## config.mk

```make
export PLATFORM = sky130hd
export DESIGN_NAME = mem_arbiter
export DESIGN_NICKNAME = d
export VERILOG_FILES = /design/src/rtl/mem_arb_pkg.sv /design/src/rtl/mem_arb_perf.sv /design/src/rtl/mem_arbiter.sv
export SDC_FILE = /design/constraint.sdc
export NUM_CORES = 1
export LEC_CHECK = 0
export ABC_CLOCK_PERIOD_IN_PS = 3520
export CORE_AREA = 2 2 107 109
export DETAILED_ROUTE_END_ITERATION = 8
export DIE_AREA = 0 0 109 111
export GPL_ROUTABILITY_DRIVEN = 1
export GPL_TIMING_DRIVEN = 0
export PLACE_DENSITY = 0.8
export SYNTH_ARGS = -nofsm -noshare
export SYNTH_HDL_FRONTEND = slang
export SYNTH_SLANG_ARGS = --single-unit
```

## constraint.sdc

```tcl
create_clock -name clk -period 3.52 [get_ports clk]
set_input_delay 0.704 -clock clk [delete_from_list [all_inputs] [get_ports clk]]
set_output_delay 0.704 -clock clk [all_outputs]
set_load 0.05 [all_outputs]
```

## src/rtl/mem_arb_pkg.sv

```systemverilog
// Shared types and constants for the IF/MEM unified-memory arbiter.
// Optional performance counters are enabled with the MEM_ARB_PERF_EN macro.
package mem_arb_pkg;

  typedef enum logic [1:0] {
    IDLE   = 2'd0,
    BUSY_I = 2'd1,
    BUSY_D = 2'd2
  } arb_state_e;

  localparam int REQ_IF   = 0;
  localparam int REQ_D    = 1;
  localparam int STARVE_W = 4;

  // Saturating increment so a long data burst cannot wrap the starvation count.
  function automatic logic [STARVE_W-1:0] starve_inc(input logic [STARVE_W-1:0] v);
    return (&v) ? v : v + {{(STARVE_W-1){1'b0}}, 1'b1};
  endfunction

endpackage

```

## src/rtl/mem_arb_perf.sv

```systemverilog
// Free-running conflict / memory-wait counters for the arbiter.
// Only instantiated when MEM_ARB_PERF_EN is defined.
module mem_arb_perf
  import mem_arb_pkg::*;
(
  input  logic        clk,
  input  logic        reset,
  input  logic        conflict,
  input  logic        stall,
  output logic [31:0] perf_conflict,
  output logic [31:0] perf_wait
);

  always_ff @(posedge clk) begin
    if (reset) begin
      perf_conflict <= '0;
      perf_wait     <= '0;
    end else begin
      if (conflict) perf_conflict <= perf_conflict + 32'd1;
      if (stall)    perf_wait     <= perf_wait + 32'd1;
    end
  end

endmodule

```

## src/rtl/mem_arbiter.sv

```systemverilog
// Arbitrates one single-ported memory between instruction fetch and load/store.
// Data wins unless fetch has been starved MAX_WAIT times; MEM_ARB_PERF_EN adds perf counters.
module mem_arbiter
  import mem_arb_pkg::*;
#(
  parameter int ADDR_W   = 32,
  parameter int DATA_W   = 32,
  parameter int MAX_WAIT = 4
) (
  input  logic                  clk,
  input  logic                  reset,
  input  logic                  if_req,
  input  logic [ADDR_W-1:0]     if_addr,
  output logic                  if_done,
  output logic [DATA_W-1:0]     if_rdata,
  input  logic                  d_req,
  input  logic                  d_we,
  input  logic [ADDR_W-1:0]     d_addr,
  input  logic [DATA_W-1:0]     d_wdata,
  input  logic [DATA_W/8-1:0]   d_wstrb,
  output logic                  d_done,
  output logic [DATA_W-1:0]     d_rdata,
  output logic                  mem_req,
  output logic                  mem_we,
  output logic [ADDR_W-1:0]     mem_addr,
  output logic [DATA_W-1:0]     mem_wdata,
  output logic [DATA_W/8-1:0]   mem_wstrb,
  input  logic                  mem_ready,
  input  logic [DATA_W-1:0]     mem_rdata
`ifdef MEM_ARB_PERF_EN
  ,
  output logic [31:0]           perf_conflict,
  output logic [31:0]           perf_wait
`endif
);

  localparam logic [STARVE_W-1:0] MAX_WAIT_C = MAX_WAIT[STARVE_W-1:0];

  arb_state_e          state;
  logic [STARVE_W-1:0] starve_cnt;
  logic                grant_d;
  logic                grant_i;
  logic                busy;

  assign grant_d = d_req && (!if_req || (starve_cnt < MAX_WAIT_C));
  assign grant_i = if_req && !grant_d;
  assign busy    = (state == BUSY_I) || (state == BUSY_D);

  // Completion is combinational on mem_ready; a reset edge suppresses the pulse.
  assign if_done  = !reset && (state == BUSY_I) && mem_ready;
  assign d_done   = !reset && (state == BUSY_D) && mem_ready;
  assign if_rdata = mem_rdata;
  assign d_rdata  = mem_rdata;

  always_ff @(posedge clk) begin
    if (reset) begin
      state      <= IDLE;
      starve_cnt <= '0;
      mem_req    <= 1'b0;
      mem_we     <= 1'b0;
      mem_addr   <= '0;
      mem_wdata  <= '0;
      mem_wstrb  <= '0;
    end else begin
      case (state)
        IDLE: begin
          if (grant_d) begin
            mem_req    <= 1'b1;
            mem_we     <= d_we;
            mem_addr   <= d_addr;
            mem_wdata  <= d_wdata;
            mem_wstrb  <= d_wstrb;
            state      <= BUSY_D;
            starve_cnt <= if_req ? starve_inc(starve_cnt) : '0;
          end else if (grant_i) begin
            mem_req    <= 1'b1;
            mem_we     <= 1'b0;
            mem_addr   <= if_addr;
            mem_wdata  <= '0;
            mem_wstrb  <= '0;
            state      <= BUSY_I;
            starve_cnt <= '0;
          end else begin
            // Reaching here means no fetch is pending, so starvation history is dropped.
            mem_req    <= 1'b0;
            starve_cnt <= '0;
          end
        end
        BUSY_I, BUSY_D: begin
          if (mem_ready) begin
            mem_req <= 1'b0;
            state   <= IDLE;
          end
        end
        default: begin
          mem_req <= 1'b0;
          state   <= IDLE;
        end
      endcase
    end
  end

`ifdef MEM_ARB_PERF_EN
  mem_arb_perf u_perf (
    .clk           (clk),
    .reset         (reset),
    .conflict      ((state == IDLE) && if_req && d_req),
    .stall         (busy && !mem_ready),
    .perf_conflict (perf_conflict),
    .perf_wait     (perf_wait)
  );
`else
  logic unused_busy;
  assign unused_busy = busy;
`endif

endmodule

```

Word level (Yosys, flattened, before mapping):

Cells that the tools add are included.

* input port bits: 138
* flip-flop bits (word level): 76
* memory bits (read-only): 0
* bits in latches: 0
* memory bits (writable): 0
* output and inout port bits: 136
* memories: 0

* order comparisons: 1
* mux-type cells: 19
* reductions and logical operators: 17
* shift-type cells: 0
* $add $sub $neg: 1
* bitwise logic cells: 0
* multiply operators: 0
* div/mod/pow operators: 0
* eq/ne operators: 5

Operators by type and width (count)
* $mux 32: 4
* $mux 4: 5
* $logic_and 1x1->1: 6
* $mux 2: 3
* $ne 3x3->1 const B: 2
* $reduce_and 2->1: 3
* $mux 1: 5
* $add 4x1->4 const B: 1
* $lt 4x3->1 const B: 1
* $pmux 2 s2: 1
* $reduce_and 4->1: 1
* $logic_not 1->1: 3
* $eq 2x1->1 const B: 1
* $eq 2x2->1 const B: 1
* $logic_not 2->1: 1
* $ne 2x2->1 const B: 1
* $pmux 1 s2: 1
* $reduce_bool 2->1: 1
* $reduce_or 2->1: 1
* $logic_or 1x1->1: 1

Depth between registers and ports, before layout:

* depth after elaboration: 8
* mapped depth: 7
* depth with buffers taken out: 5

Worst setup path before layout:

OpenSTA, ideal clock, no wires.

* path type: input -> output
* start: in reset
* end: out d_done
* data required time: 2.816 ns
* stages: 3
* path buffers: 2
* setup slack: 1.278 ns
* arrival: 1.538 ns
* cell sequence: clkbuf_1 > clkbuf_1 > and3b_1

* longest elaborated chain between the ends: 3

Ends and longest elaborated chain
* start, declared: line mem_arbiter.sv:11 `input logic reset,`
* $logic_not 1->1: line mem_arbiter.sv:51 `assign d_done = !reset && (state == BUSY_D) && mem_ready;`
* $logic_and 1x1->1 (2 in a row): line mem_arbiter.sv:51
* end, declared: line mem_arbiter.sv:21 `output logic d_done,`

Every way passes these cells.

Worst setup path in the final report:

Ends and elaborated chain as after synthesis.

==> flow_metrics.env <==
export IMPL_synthArstFlopShare_pct=0
export IMPL_hpwl_microns=10800
export IMPL_hold_class="reg -> reg"
export IMPL_start_util_pct=33.7
export IMPL_synth_top_cell_by_area="dfxtp_1"
export IMPL_drive_above_1_share_pct=14.4
export IMPL_ios=274
export IMPL_yosysTopAreaCellShare_pct=40.7
export IMPL_cts_tree="yes"
export IMPL_p_leak_nw=2.53
export IMPL_hold_buffers=0
export IMPL_syn_to_final_growth_pct=77.4
export IMPL_clock_sinks=76
export IMPL_ant_nets=0
export IMPL_drt_total_wl_microns=13700
export IMPL_min_period_ns=3.13
export IMPL_cp_end_kind="primary output"
export IMPL_cts_buffers=9
export IMPL_num_vias=4318
export IMPL_die_h_microns=111
export IMPL_yosysWarnings=0
export IMPL_synth_main_ff_cell="dfxtp_1"
export IMPL_post_route_period_util_pct=89.0
export IMPL_crit_start="reset"
export IMPL_num_fill_cells=980
export IMPL_port_buffers=240
export IMPL_crit_path_start_kind="input port"
export IMPL_synth_nets=602
export IMPL_syn_area_sq_um=3740
export IMPL_status="complete, no violations"
export IMPL_dr_pass1_iters=4
export IMPL_synth_edf_count=0
export IMPL_powerDensity_nw_per_um2=466
export IMPL_grt_pass1_wl_microns=21200
export IMPL_drc=0
export IMPL_regArea_sq_um=1520
export IMPL_slew_violations=0
export IMPL_synth_ff_latch_count=76
export IMPL_crit_fanout=10
export IMPL_grt_max_degree=16
export IMPL_path_clk_slew_ns=0.06
export IMPL_cap_violations=0
export IMPL_insertion_delay_ns=0.33
export IMPL_skew_ns=0.00694
export IMPL_whs_ns=0.455
export IMPL_crit_type="in -> out"
export IMPL_clock_fmax_ghz=0.319
export IMPL_grt_overflow_total=0
export IMPL_required_ns=2.82
export IMPL_wl_per_cell_microns=16.0
export IMPL_yosysSeqAreaShare_pct=40.7
export IMPL_slew_headroom_pct=60.7
export IMPL_synthTopCellsByArea="dfxtp_1 41%, buf_4 14%, a311oi_1 7.5%, nand4_1 6.4%, a21oi_1 5.8%"
export IMPL_synth_cell_types=26
export IMPL_grt_pass1_vias=4263
export IMPL_die_w_microns=109
export IMPL_cts_resized=0
export IMPL_worstHoldStart="mem_wdata[6]"
export IMPL_cts_setup_buffers=0
export IMPL_fp_row_count=39
export IMPL_dieArea_sq_um=12100
export IMPL_synth_commonest_cells="76 x dfxtp_1, 70 x buf_4, 43 x a21oi_1, 39 x nand2_1, 38 x nand4_1"
export IMPL_antenna_found_initial=0
export IMPL_cts_root_buf="clkbuf_16"
export IMPL_crit_arrival_ns=2.43
export IMPL_globalRouteTotalUtil_pct=22.3
export IMPL_multi_input_area_sq_um=1520
export IMPL_antenna_cells=0
export IMPL_hold_viol=0
export IMPL_htreeDepth=3
export IMPL_syn_inst=460
export IMPL_fin_nets=853
export IMPL_gp_congestion=0.791
export IMPL_synth_most_common_cell="dfxtp_1"
export IMPL_grt_setup_unrepaired="false"
export IMPL_dr_first_iter_drc_count=243
export IMPL_final_setup_viol_count=0
export IMPL_r2r_start="state[0]"
export IMPL_tightest_slew_ns=0.587
export IMPL_cts_max_path_buffers=2
export IMPL_routed_via_density=5.03
export IMPL_design_core_area_sq_um=11100
export IMPL_setup_tns_ns=0
export IMPL_avgSynthCellArea_sq_um=8.12
export IMPL_vdd_drop_max_uv=246
==> kinds of logic after synthesis <==
kind of cell / after synthesis / synth area share [%]
AO/OA/AOI/OAI: 114 / 18.9
adder cells (fa/ha/maj): 4 / 1.34
buffers and inverters: 112 / 18.7
flip-flops: 76 / 40.7
AND/OR/NAND/NOR: 154 / 20.3
==> cells in the final DEF (no fill, tap or decap), types with 2 or more instances in the layout <==
cell	Yosys	layout
dfxtp_1	76	76
a311oi_1	32	32
ha_1	4	4
clkbuf_16	0	9
a21oi_1	43	43
nor3b_1	2	2
o21ai_2	2	2
buf_1	3	3
clkdlybuf4s50_1	0	240
nand4_1	38	38
nand2_1	39	39
nand2b_1	3	3
buf_2	12	12
clkbuf_1	23	23
nor2_1	32	32
nand3_1	33	33
buf_4	70	70
inv_1	3	3
o21ai_0	34	34
nor2b_1	2	2
clkinv_4	0	3
and3b_1	2	2
==> state kept, by name, summed over array words and instances, names as in the netlist <==
register    flops
mem_req         1
starve_cnt      4
mem_wstrb       4
mem_we          1
mem_wdata      32
mem_addr       32
state           2
==> power breakdown <==
group	internal, W	total [W]	switching, W	leakage [nW]
logic	0.000444	0.00114	0.000698	1.75
clock network	0.000560	0.000951	0.000390	0.148
registers	0.000946	0.000993	0.0000476	0.627
total	0.00195	0.00309	0.00114	2.53
==> stage by stage <==
step / util, % / worst slack, ns / cells / total power [W] / area [sq um]
floorplan: - / 1.28 / 460 / 0.00172 / 3740
CTS: 59.8 / 0.364 / 859 / 0.00311 / 6630
detailed placement: 57.0 / 0.364 / 843 / 0.00215 / 6320
global route: 59.8 / 0.232 / 859 / 0.00322 / 6630
global placement: 57.0 / 0.372 / 843 / 0.00213 / 6320
finish: 59.8 / 0.388 / 859 / 0.00309 / 6630
==> area by class of cell <==
type / count / area share (%)
clock inverters: 7 / 1.27
multi-input cells: 272 / 22.9
inverters: 3 / 0.170
flip-flops and latches: 76 / 23.0
well taps: 143 / 2.70
plain buffers: 109 / 10.4
repair buffers: 240 / 36.3
clock buffers: 9 / 3.40
==> critical path: stages <==
cell	delay, ns
clkbuf_1	0.29
clkbuf_1	0.45
and3b_1	0.24
clkdlybuf4s50_1	0.73
==> final timing paths <==
kind / cells past startpoint / end / slack, ns
min reg2reg: 2 / mem_wdata[6] / 0.46
min: 2 / mem_wdata[6] / 0.46
max: 4 / d_done / 0.39
max reg2reg: 6 / mem_wdata[25] / 1.84
==> layer usage <==
layer / vias up / global-route usage (%) / share of wire, %
met5: - / 0 / 0
met4: 0 / 7.52 / 0.85
met3: 10 / 8.88 / 11
met2: 209 / 38.8 / 50
met1: 2013 / 24.2 / 37
li1: 2086 / - / -
Note: power is estimated with default switching activity, not from simulation.
